## src/rtl/vec_activate_if.sv

```systemverilog
// ---------------------------------------------------------------------------
// vec_activate_if
//
// Purpose : bundles the handshake, upstream/bias read-select and result
//           read-port signals of vec_activate into one interface.
//
// Signals :
//   start     sweep request (sampled only while the block is idle)
//   act_sel   activation select: 00 identity, 01 hard sigmoid,
//             10 hard tanh, 11 ReLU
//   data_in   signed upstream element addressed by sel_in (combinational)
//   bias_in   signed bias element addressed by sel_bias (combinational)
//   sel       read index into the result vector
//   ready     high while idle and the result vector is valid
//   data_out  result[sel], combinational read
//   sel_in    index driven to the upstream vector read select
//   sel_bias  index driven to the bias vector read select
//
// Modports:
//   master  the side that requests sweeps, supplies vectors and reads results
//   slave   vec_activate itself
// ---------------------------------------------------------------------------
interface vec_activate_if #(
  parameter int LEN_BITS = 4
);

  logic                start;
  logic [1:0]          act_sel;
  logic signed [15:0]  data_in;
  logic signed [15:0]  bias_in;
  logic [LEN_BITS-1:0] sel;
  logic                ready;
  logic signed [15:0]  data_out;
  logic [LEN_BITS-1:0] sel_in;
  logic [LEN_BITS-1:0] sel_bias;

  modport master (
    output start,
    output act_sel,
    output data_in,
    output bias_in,
    output sel,
    input  ready,
    input  data_out,
    input  sel_in,
    input  sel_bias
  );

  modport slave (
    input  start,
    input  act_sel,
    input  data_in,
    input  bias_in,
    input  sel,
    output ready,
    output data_out,
    output sel_in,
    output sel_bias
  );

endinterface

```

## src/rtl/vec_activate.sv

```systemverilog
// ---------------------------------------------------------------------------
// vec_activate
//
// Purpose : post-multiply stage. On start it sweeps the upstream result
//           vector one element per cycle (through sel_in/data_in), optionally
//           adds a per-element bias, applies a fixed-point activation and
//           stores the result in an internal N-entry vector that is read back
//           combinationally through sel/data_out.
//
// Parameters:
//   LEN_BITS   log2 of vector length (N = 2**LEN_BITS)
//   FRAC_BITS  fractional bits of the signed 16-bit fixed-point format
//
// Ports:
//   clk    clock
//   rst_n  asynchronous active-low reset
//   bus    vec_activate_if.slave (start, act_sel, data_in, bias_in, sel,
//          ready, data_out, sel_in, sel_bias)
//
// Optional feature macro: ACT_BIAS_EN
//   defined   : x = sat16(data_in + bias_in), sel_bias follows sel_in
//   undefined : x = data_in, bias_in ignored, sel_bias tied to 0
//   Timing and latency are identical in both builds.
//
// Sweep timing: ready drops the cycle after start is accepted, stays low for
// N RUN cycles plus one FLUSH cycle, then rises with every entry updated.
// ---------------------------------------------------------------------------
module vec_activate #(
  parameter int LEN_BITS  = 4,
  parameter int FRAC_BITS = 8
) (
  input logic           clk,
  input logic           rst_n,
  vec_activate_if.slave bus
);

  localparam int N = 2 ** LEN_BITS;

  localparam logic [LEN_BITS-1:0] LAST_IDX = LEN_BITS'(N - 1);

  localparam logic [1:0] ACT_IDENTITY = 2'b00;
  localparam logic [1:0] ACT_SIGMOID  = 2'b01;
  localparam logic [1:0] ACT_TANH     = 2'b10;
  localparam logic [1:0] ACT_RELU     = 2'b11;

  // Activation constants are kept at 17 bits so the sigmoid shift-and-add
  // and all clamp comparisons are done without intermediate overflow.
  localparam logic signed [16:0] ONE     = 17'sd1 <<< FRAC_BITS;
  localparam logic signed [16:0] NEG_ONE = -ONE;
  localparam logic signed [16:0] HALF    = 17'sd1 <<< (FRAC_BITS - 1);
  localparam logic signed [16:0] ZERO17  = 17'sd0;

  typedef enum logic [1:0] {
    IDLE  = 2'd0,
    RUN   = 2'd1,
    FLUSH = 2'd2
  } state_t;

  state_t state_q;
  state_t state_d;

  logic [LEN_BITS-1:0] idx_q;
  logic [1:0]          act_q;

  logic                s1_valid;
  logic [LEN_BITS-1:0] s1_idx;
  logic signed [15:0]  s1_value;

  logic signed [15:0]  result_mem [N];

  logic                run_active;
  logic signed [15:0]  x;
  logic signed [16:0]  x17;
  logic signed [16:0]  sig17;
  logic signed [15:0]  y;

`ifdef ACT_BIAS_EN
  logic signed [16:0]  sum17;
`else
  // bias_in is deliberately ignored in this build.
  logic                unused_bias;
  assign unused_bias = ^bus.bias_in;
`endif

  // ------------------------------------------------------------------------
  // FSM: state register
  // ------------------------------------------------------------------------
  always_ff @(posedge clk or negedge rst_n) begin
    if (!rst_n) begin
      state_q <= IDLE;
    end else begin
      state_q <= state_d;
    end
  end

  // ------------------------------------------------------------------------
  // FSM: next-state logic. start is only honoured in IDLE, so a second start
  // during a sweep is simply ignored.
  // ------------------------------------------------------------------------
  always_comb begin
    state_d = state_q;
    case (state_q)
      IDLE:    if (bus.start) state_d = RUN;
      RUN:     if (idx_q == LAST_IDX) state_d = FLUSH;
      FLUSH:   state_d = IDLE;
      default: state_d = IDLE;
    endcase
  end

  // ------------------------------------------------------------------------
  // FSM: outputs. The read selects only walk while RUN; elsewhere they rest
  // at 0.
  // ------------------------------------------------------------------------
  always_comb begin
    run_active   = (state_q == RUN);
    bus.ready    = (state_q == IDLE);
    bus.sel_in   = run_active ? idx_q : '0;
`ifdef ACT_BIAS_EN
    bus.sel_bias = run_active ? idx_q : '0;
`else
    bus.sel_bias = '0;
`endif
  end

  // ------------------------------------------------------------------------
  // Sweep index and activation latch. The activation is captured only when
  // start is accepted so mid-sweep act_sel changes have no effect.
  // ------------------------------------------------------------------------
  always_ff @(posedge clk or negedge rst_n) begin
    if (!rst_n) begin
      idx_q <= '0;
      act_q <= ACT_IDENTITY;
    end else begin
      if (state_q == IDLE && bus.start) begin
        idx_q <= '0;
        act_q <= bus.act_sel;
      end else if (state_q == RUN && idx_q != LAST_IDX) begin
        idx_q <= idx_q + 1'b1;
      end
    end
  end

  // ------------------------------------------------------------------------
  // Element datapath: optional saturating bias add, then activation.
  // Everything here is combinational on the element currently selected by
  // sel_in/sel_bias.
  // ------------------------------------------------------------------------
  always_comb begin
    x     = '0;
    x17   = '0;
    sig17 = '0;
    y     = '0;

`ifdef ACT_BIAS_EN
    sum17 = {bus.data_in[15], bus.data_in} + {bus.bias_in[15], bus.bias_in};
    if (sum17 > 17'sd32767) begin
      x = 16'sh7FFF;
    end else if (sum17 < -17'sd32768) begin
      x = 16'sh8000;
    end else begin
      x = sum17[15:0];
    end
`else
    x = bus.data_in;
`endif

    x17   = {x[15], x};
    sig17 = (x17 >>> 2) + HALF;

    case (act_q)
      ACT_IDENTITY: y = x;
      ACT_SIGMOID: begin
        if (sig17 < ZERO17) begin
          y = '0;
        end else if (sig17 > ONE) begin
          y = ONE[15:0];
        end else begin
          y = sig17[15:0];
        end
      end
      ACT_TANH: begin
        if (x17 > ONE) begin
          y = ONE[15:0];
        end else if (x17 < NEG_ONE) begin
          y = NEG_ONE[15:0];
        end else begin
          y = x;
        end
      end
      ACT_RELU: y = x[15] ? 16'sd0 : x;
      default:  y = x;
    endcase
  end

  // ------------------------------------------------------------------------
  // Stage register S1. It decouples the activation path from the result
  // write, which is why the last element is written during FLUSH.
  // ------------------------------------------------------------------------
  always_ff @(posedge clk or negedge rst_n) begin
    if (!rst_n) begin
      s1_valid <= 1'b0;
      s1_idx   <= '0;
      s1_value <= '0;
    end else begin
      s1_valid <= run_active;
      if (run_active) begin
        s1_idx   <= idx_q;
        s1_value <= y;
      end
    end
  end

  // ------------------------------------------------------------------------
  // Result vector. Entries persist between sweeps; only reset clears them.
  // ------------------------------------------------------------------------
  always_ff @(posedge clk or negedge rst_n) begin
    if (!rst_n) begin
      for (int i = 0; i < N; i++) begin
        result_mem[i] <= '0;
      end
    end else if (s1_valid) begin
      result_mem[s1_idx] <= s1_value;
    end
  end

  assign bus.data_out = result_mem[bus.sel];

endmodule

```

## src/flat_wrapper.sv

```systemverilog
// flat-port wrapper written by rule: the top's interface ports become plain ports
module vec_activate_flat 
#(
  parameter int LEN_BITS  = 4,
  parameter int FRAC_BITS = 8
)
  (clk, rst_n, bus_start, bus_act_sel, bus_data_in, bus_bias_in, bus_sel, bus_ready, bus_data_out, bus_sel_in, bus_sel_bias);
  vec_activate_if #(.LEN_BITS(LEN_BITS)) bus_i ();
  input logic clk;
  input logic rst_n;
  input wire logic [$bits(bus_i.start)-1:0] bus_start;
  input wire logic [$bits(bus_i.act_sel)-1:0] bus_act_sel;
  input wire logic [$bits(bus_i.data_in)-1:0] bus_data_in;
  input wire logic [$bits(bus_i.bias_in)-1:0] bus_bias_in;
  input wire logic [$bits(bus_i.sel)-1:0] bus_sel;
  output wire logic [$bits(bus_i.ready)-1:0] bus_ready;
  output wire logic [$bits(bus_i.data_out)-1:0] bus_data_out;
  output wire logic [$bits(bus_i.sel_in)-1:0] bus_sel_in;
  output wire logic [$bits(bus_i.sel_bias)-1:0] bus_sel_bias;
  assign bus_i.start = bus_start;
  assign bus_i.act_sel = bus_act_sel;
  assign bus_i.data_in = bus_data_in;
  assign bus_i.bias_in = bus_bias_in;
  assign bus_i.sel = bus_sel;
  assign bus_ready = bus_i.ready;
  assign bus_data_out = bus_i.data_out;
  assign bus_sel_in = bus_i.sel_in;
  assign bus_sel_bias = bus_i.sel_bias;
  vec_activate #(.LEN_BITS(LEN_BITS), .FRAC_BITS(FRAC_BITS)) u_core (.clk(clk), .rst_n(rst_n), .bus(bus_i));
endmodule
```

## config.mk

```make
export PLATFORM = sky130hd
export DESIGN_NAME = vec_activate_flat
export DESIGN_NICKNAME = d
export VERILOG_FILES = /design/src/rtl/vec_activate_if.sv /design/src/rtl/vec_activate.sv /design/src/flat_wrapper.sv
export SDC_FILE = /design/constraint.sdc
export NUM_CORES = 1
export LEC_CHECK = 0
export ABC_AREA = 1
export CAP_MARGIN = 5
export CORE_MARGIN = 5
export CORE_UTILIZATION = 32
export CTS_CLUSTER_DIAMETER = 40
export DETAILED_ROUTE_END_ITERATION = 12
export PLACE_DENSITY_LB_ADDON = 0.1
export SYNTH_ARGS = -nofsm -noshare
export SYNTH_HDL_FRONTEND = slang
export SYNTH_SLANG_ARGS = --single-unit
```

## constraint.sdc

```tcl
create_clock -name clk -period 2.3 [get_ports clk]
set_clock_uncertainty 0.15 [all_clocks]
set_input_delay 0.46 -clock clk [delete_from_list [all_inputs] [get_ports clk]]
set_output_delay 0.46 -clock clk [all_outputs]
set_load 0.02 [all_outputs]
```

==> flow_summary.toml, run 1 <==
[sta]
finalCritPeriodShare_pct = 106.1
max_freq_mhz = 409.9
whs_ns = 0.2449
finalSetupViolCount = 13
drv_slew = 0
relSlewSlack_pct = 56.31
rsz0062_at_grt = "true"
fin_crit_ns = 2.440
max_slew.worst_pin.slew_ns = 0.6546
setup_slack_ns = -0.1396
finalHoldViolCount = 0

[detailed_routing]
route.vias.total = 11220
drt_iter0_markers = 765
wl_um = 41480
drc = 0
dr.pass1.iters = 5
drt-vias-per-instance = 4.954
routedWlPerCell_um = 18.31
ant_nets = 0

[cts]
htree_levels = 2
cts_buffer_depth = 3
cts_tree = "done"
cts_root_buf = "clkbuf_16"
clk_pin_slew_worst_paths_ns = 0.05
cts_buffers = 52
clock-sinks = 285
worstSkewPairLatency_ns = 0.57

[logic_synthesis]
ys.flop_type = "dfrtp_1"
yosysTopAreaCell = "dfrtp_1"
avgSynthCellArea_um2 = 8.561
synth_most_common_cell = "nand2_1"
syn_area_mm2 = 0.01338
ys_types = 34
synth_enable_flop_cells = 0
ys_top_cells_by_area = "dfrtp_1 (53%), o21ai_0 (13%), nand2_1 (9.5%)"
synth_common_cells = "nand2_1 (340), o21ai_0 (336), dfrtp_1 (285)"
yosysWarnings = 0
synth_top_cell_area_share_pct = 53.30
ys_seq_elements = 285
ys_seq_area_share_pct = 53.30
async_reset_ff_share_pct = 100.0
synthCells = 1563

[floorplan]
rows = 75
io_pins = 66
initial_core_util_pct = 32.12
fp.coreArea_mm2 = 0.04167
die_x_um = 214.5
dieArea_mm2 = 0.04601
die_h_um = 214.5

[grt]
overflow = 0
grtUsageMet3_pct = 2.598
antenna_found_initial = 0
grt.met1_usage_pct = 25.39
grt_max_degree = 72
grt_pass1_vias = 11230
grt.busiest_layer = "met2"
gr-usage-all-layers_pct = 18.08
grt_util_met2_pct = 29.58
grt_pass1_wl_um = 66250

[critical_path]
cp-start-kind = "flop"
worstSetupPathType = "reg -> out"
critical_path.startpoint = "u_core.result_mem[102]"
reg2reg_from = "u_core.s1_idx[1]"
worstSetupEndpointType = "output port"
crit_arrival_ns = 1.83
crit_required_ns = 1.69
cp_max_fo = 2

[placement]
hpwl_um = 27030
dpl_cell_area_mm2 = 0.01520
port-buffer-count = 45
placed_cells = 2160
place_congestion = 0.7773

[final_layout]
final_area_mm2 = 0.01731
fin_nets = 1730
finalNonFillerCells = 2265
drive_gt1_share_pct = 18.19
diodes = 0
syn2layout_area_growth_pct = 29.33

[power]
powerDensity_mw_per_mm2 = 1342
ir_drop_mv = 0.6115
p_leak_nw = 7.990

[run_status]
outcome = "complete, but fails checks"
violations = "negative setup slack"

[worst_hold_path]
hp-class = "in -> async"

[flow_run]
max_cap_viol_count = 0
cell families (layout without fill, tap and decap cells):
group,Yosys count,count (layout),share of synthesized area (%)
buffers and inverters,254,414,7.892
AOI/OAI and AO/OA,521,521,20.96
other,1,4,0.02802
muxes,48,48,3.590
adders and majority gates,3,3,0.2805
DFF,285,285,53.30
and+or+nand+nor,451,451,13.95
area by class of cell:
cell class                 count  area (µm²)
clock inverter                25       357.8
fill                        4208       24360
inverter                     137       514.2
clock buffer                  69        1465
tap                          539       674.4
timing repair buffer         183        1807
multi-input combinational   1027        5356
sequential                   285        7132
metal layers:
metal  vias up  wire (µm)  part of all wire, %
met3        52       1473                  3.6
met4         0        712                  1.7
met2       218      19470                   47
met1      5468      19820                   48
met5         -          0                    0
li1       5482          -                    -
worst max-delay path: stages (launching register included):
cell and delay [ns]:
dfrtp_1 0.38, inv_1 0.06, a21oi_1 0.05, o21ai_1 0.06, o21ai_1 0.07, o211ai_1 0.24, buf_4 0.18, nand2_4 0.05
buf_6 0.14
state kept, by name, summed over array words and instances, names as in the netlist:
name	flops
u_core.result_mem	256
u_core.s1_value	16
u_core.idx_q	4
u_core.s1_idx	4
u_core.act_q	2
u_core.state_q	2
u_core.s1_valid	1
layout by cell type (no fill, tap or decap), types with 5 or more instances in the layout:
cell | Yosys | routed
nand2_2 | 1 | 5
clkinv_2 | 0 | 6
dfrtp_1 | 285 | 285
clkinvlp_4 | 0 | 5
nor2_2 | 1 | 8
inv_2 | 5 | 22
clkbuf_16 | 0 | 52
mux2i_1 | 48 | 48
o211ai_1 | 67 | 67
clkbuf_1 | 64 | 7
o21ai_0 | 336 | 320
o21bai_1 | 5 | 5
o21ai_1 | 11 | 25
nor2_4 | 2 | 6
a21oi_1 | 95 | 84
clkdlybuf4s50_1 | 0 | 19
buf_4 | 17 | 115
nand3_1 | 40 | 37
nand4_1 | 9 | 9
nand2_1 | 340 | 334
buf_6 | 0 | 16
inv_1 | 131 | 114
clkbuf_8 | 0 | 10
bufinv_16 | 0 | 7
a21oi_2 | 0 | 11
buf_12 | 0 | 21
nor2_1 | 49 | 38
stage by stage:
| stage | setup TNS [ns] | total power [W] | utilization (%) | setup slack (ns) |
|---|---|---|---|---|
| finish | -0.9601 | 0.02323 | 41.54 | -0.1396 |
| global route | -2.639 | 0.02493 | 41.54 | -0.2843 |
| CTS | -1.883 | 0.02337 | 41.21 | -0.2103 |
| detailed placement | -11.60 | 0.01518 | 36.48 | -0.5924 |
| global placement | -11.45 | 0.01509 | 36.48 | -0.5518 |
| floorplan | 0 | 0.01248 | - | 0.1940 |
path summary, 6_finish.rpt:
check	endpoint	slack (ns)	cells after the start
setup reg to reg	u_core.result_mem[86]	0.43	6
hold / removal	u_core.result_mem[227]	0.24	2
setup / recovery	bus_data_out[6]	-0.14	8
max in group asynchronous	u_core.act_q[0]	0.97	3
min in group clk	u_core.act_q[0]	0.28	3
hold reg to reg	u_core.result_mem[124]	0.33	2
timing repair:
action,4_1_cts,5_1_grt
endpoints found under the setup margin,21,23
hold buffers,1,0
gates cloned,1,0
resized for setup,139,46
setup buffers,5,6
pin swaps,31,31
endpoints found under the hold margin,42,0
power breakdown:
part / leakage, nW / total, W / internal (W) / switching, W
sequential: 3.63 / 0.00849 / 0.00725 / 0.00124
clock: 0.883 / 0.00790 / 0.00526 / 0.00264
combinational: 3.48 / 0.00684 / 0.00250 / 0.00434
total: 7.99 / 0.0232 / 0.0150 / 0.00822
No activity file was read; power rests on OpenSTA's default activity.
==> inputs of run 2 (changes only) <==
Settings changed: ABC_CLOCK_PERIOD_IN_PS set to 2300, CORE_ASPECT_RATIO set to 1.4.
==> flow_summary.toml, run 2 (synthesis gave the netlist of run 1 again) <==
[sta]
finalCritPeriodShare_pct = 104.8
finalSetupViolCount = 11
setup-tns-final_ns = -0.4154
setup_slack_ns = -0.1097
rsz0062_at_grt = "true"
max_freq_mhz = 415.0
relSlewSlack_pct = 60.85
drv_slew = 0
finalHoldViolCount = 0
max_slew.worst_pin.slew_ns = 0.5867
fin_crit_ns = 2.410

[final_layout]
regMostFlops = "u_core.result_mem"
syn2layout_area_growth_pct = 28.57
fillers = 4184
reg.largest.list = "u_core.result_mem x256, u_core.s1_value x16"
final_cell_mix = "nand2_1 (331), o21ai_0 (312), dfrtp_1 (285)"
largest_reg_flops = 256
layout_commonest_cell = "nand2_1"
diodes = 0
post-route-util_pct = 41.67
finalNonFillerCells = 2256
drive_gt1_share_pct = 18.24
fin_nets = 1727

[cts]
clock-sinks = 285
cts_buffer_depth = 3
cts_buffers = 44
worstSkewPairLatency_ns = 0.54
htree_levels = 2
clk_pin_slew_worst_paths_ns = 0.06
cts_tree = "done"
cts_root_buf = "clkbuf_16"

[run_status]
outcome = "complete, but fails checks"
violations = "negative setup slack"

[critical_path]
worstSetupEndpointType = "output port"
rrSetupSlack_ns = 0.53
worstSetupPathType = "reg -> out"
regToRegEndpoint = "u_core.idx_q[3]"
reg2reg_from = "u_core.state_q[1]"
crit_arrival_ns = 1.80
crit_buf_inv = 1
reg2regPathDepth = 8
cp_max_fo = 2
crit_required_ns = 1.69
cp_slowest_stage_delay_ns = 0.37
crit_family = "compound AO/OA/AOI/OAI gates"
crit_chain = "mux2i_1 -> o21ai_1 -> o211ai_1 -> nand2_1 -> buf_6"
crit_path_top_delay_cell = "dfrtp_1"
cp-start-kind = "flop"

[power]
powerDensity_mw_per_mm2 = 1306
ir_drop_mv = 0.6065
p_leak_nw = 7.910
finalPower_w = 0.02247

[detailed_routing]
dr.pass1.iters = 7
drt-vias-per-instance = 4.954
drc = 0
routedWlPerCell_um = 19.42
route.vias.total = 11180
drt_iter0_markers = 674
wl_um = 43820
ant_nets = 0

[placement]
placed_cells = 2164
hpwl_um = 27050
place_ws_ns = -0.6810
port-buffer-count = 45
place_congestion = 0.7916

[floorplan]
dieArea_mm2 = 0.04607
die_h_um = 252.0
initial_core_util_pct = 32.41
fp.coreArea_mm2 = 0.04129
rows = 88
die_x_um = 182.8
io_pins = 66

[grt]
grt_max_degree = 66
gr-usage-all-layers_pct = 19.10
antenna_found_initial = 0
grt_pass1_vias = 11560
grt_pass1_wl_um = 68500
overflow = 0

[worst_hold_path]
hp-class = "in -> async"

[flow_run]
max_cap_viol_count = 0
[run 2: cell types whose count changed in the layout (fill, tap and decap cells not counted), sizes merged]
| cell | delta |
|---|---|
| bufbuf | +1 |
| bufinv | -1 |
| clkbuf | -17 |
| clkdlybuf4s15 | +3 |
| clkinv | +1 |
| clkinvlp | +3 |
| dlygate4sd2 | +1 |
| dlymetal6s2s | -1 |
[run 2: final cells by class]
class | count | area (µm²) | share of cell area, %
Clock buffer | 51 | 1189 | 6.909
Clock inverter | 28 | 349.1 | 2.029
Inverter | 137 | 516.7 | 3.003
Multi-Input combinational cell | 1027 | 5373 | 31.23
Sequential cell | 285 | 7132 | 41.45
Tap cell | 540 | 675.6 | 3.927
Timing Repair Buffer | 188 | 1971 | 11.45
[run 2: worst max-delay path by stage]
stage,start,end,slack [ns],cells after the start
finish,u_core.result_mem[77],bus_data_out[13],-0.11,5
global route,u_core.result_mem[109],bus_data_out[13],-0.23,7
CTS,u_core.result_mem[77],bus_data_out[13],-0.18,5
detailed placement,bus_sel[0],bus_data_out[13],-0.68,8
global placement,bus_sel[0],bus_data_out[13],-0.68,8
floorplan,bus_sel[0],bus_data_out[1],0.19,8
[run 2: report_power, final]
group	internal [W]	total (W)	switching, W	leakage [nW]
Sequential	0.00724	0.00851	0.00127	3.63
Clock	0.00442	0.00694	0.00253	0.733
Combinational	0.00265	0.00702	0.00437	3.55
[run 2: metal layers]
layer,GRT usage (%),vias up,wire [µm]
met1,23.90,5390,18850
met2,33.43,241,21640
met5,0,-,0
met4,6.878,0,1620
met3,2.942,81,1709
li1,-,5465,-
[run 2: metrics by stage]
step | hold WS (ns) | instance area [µm²]
6_report | 0.2267 | 17210
5_1_grt | 0.2523 | 17210
4_1_cts | 0.2159 | 16990
3_5_place_dp | 0.2098 | 15220
3_3_place_gp | 0.2093 | 15220
2_1_floorplan | 0.01441 | 13390
[run 2: repair_timing]
action	in CTS	in global routing
endpoints found under the setup margin	21	28
pin swaps	34	43
hold buffers	1	0
endpoints found under the hold margin	159	0
resized for setup	150	57
cloned	3	1
setup buffers	7	8
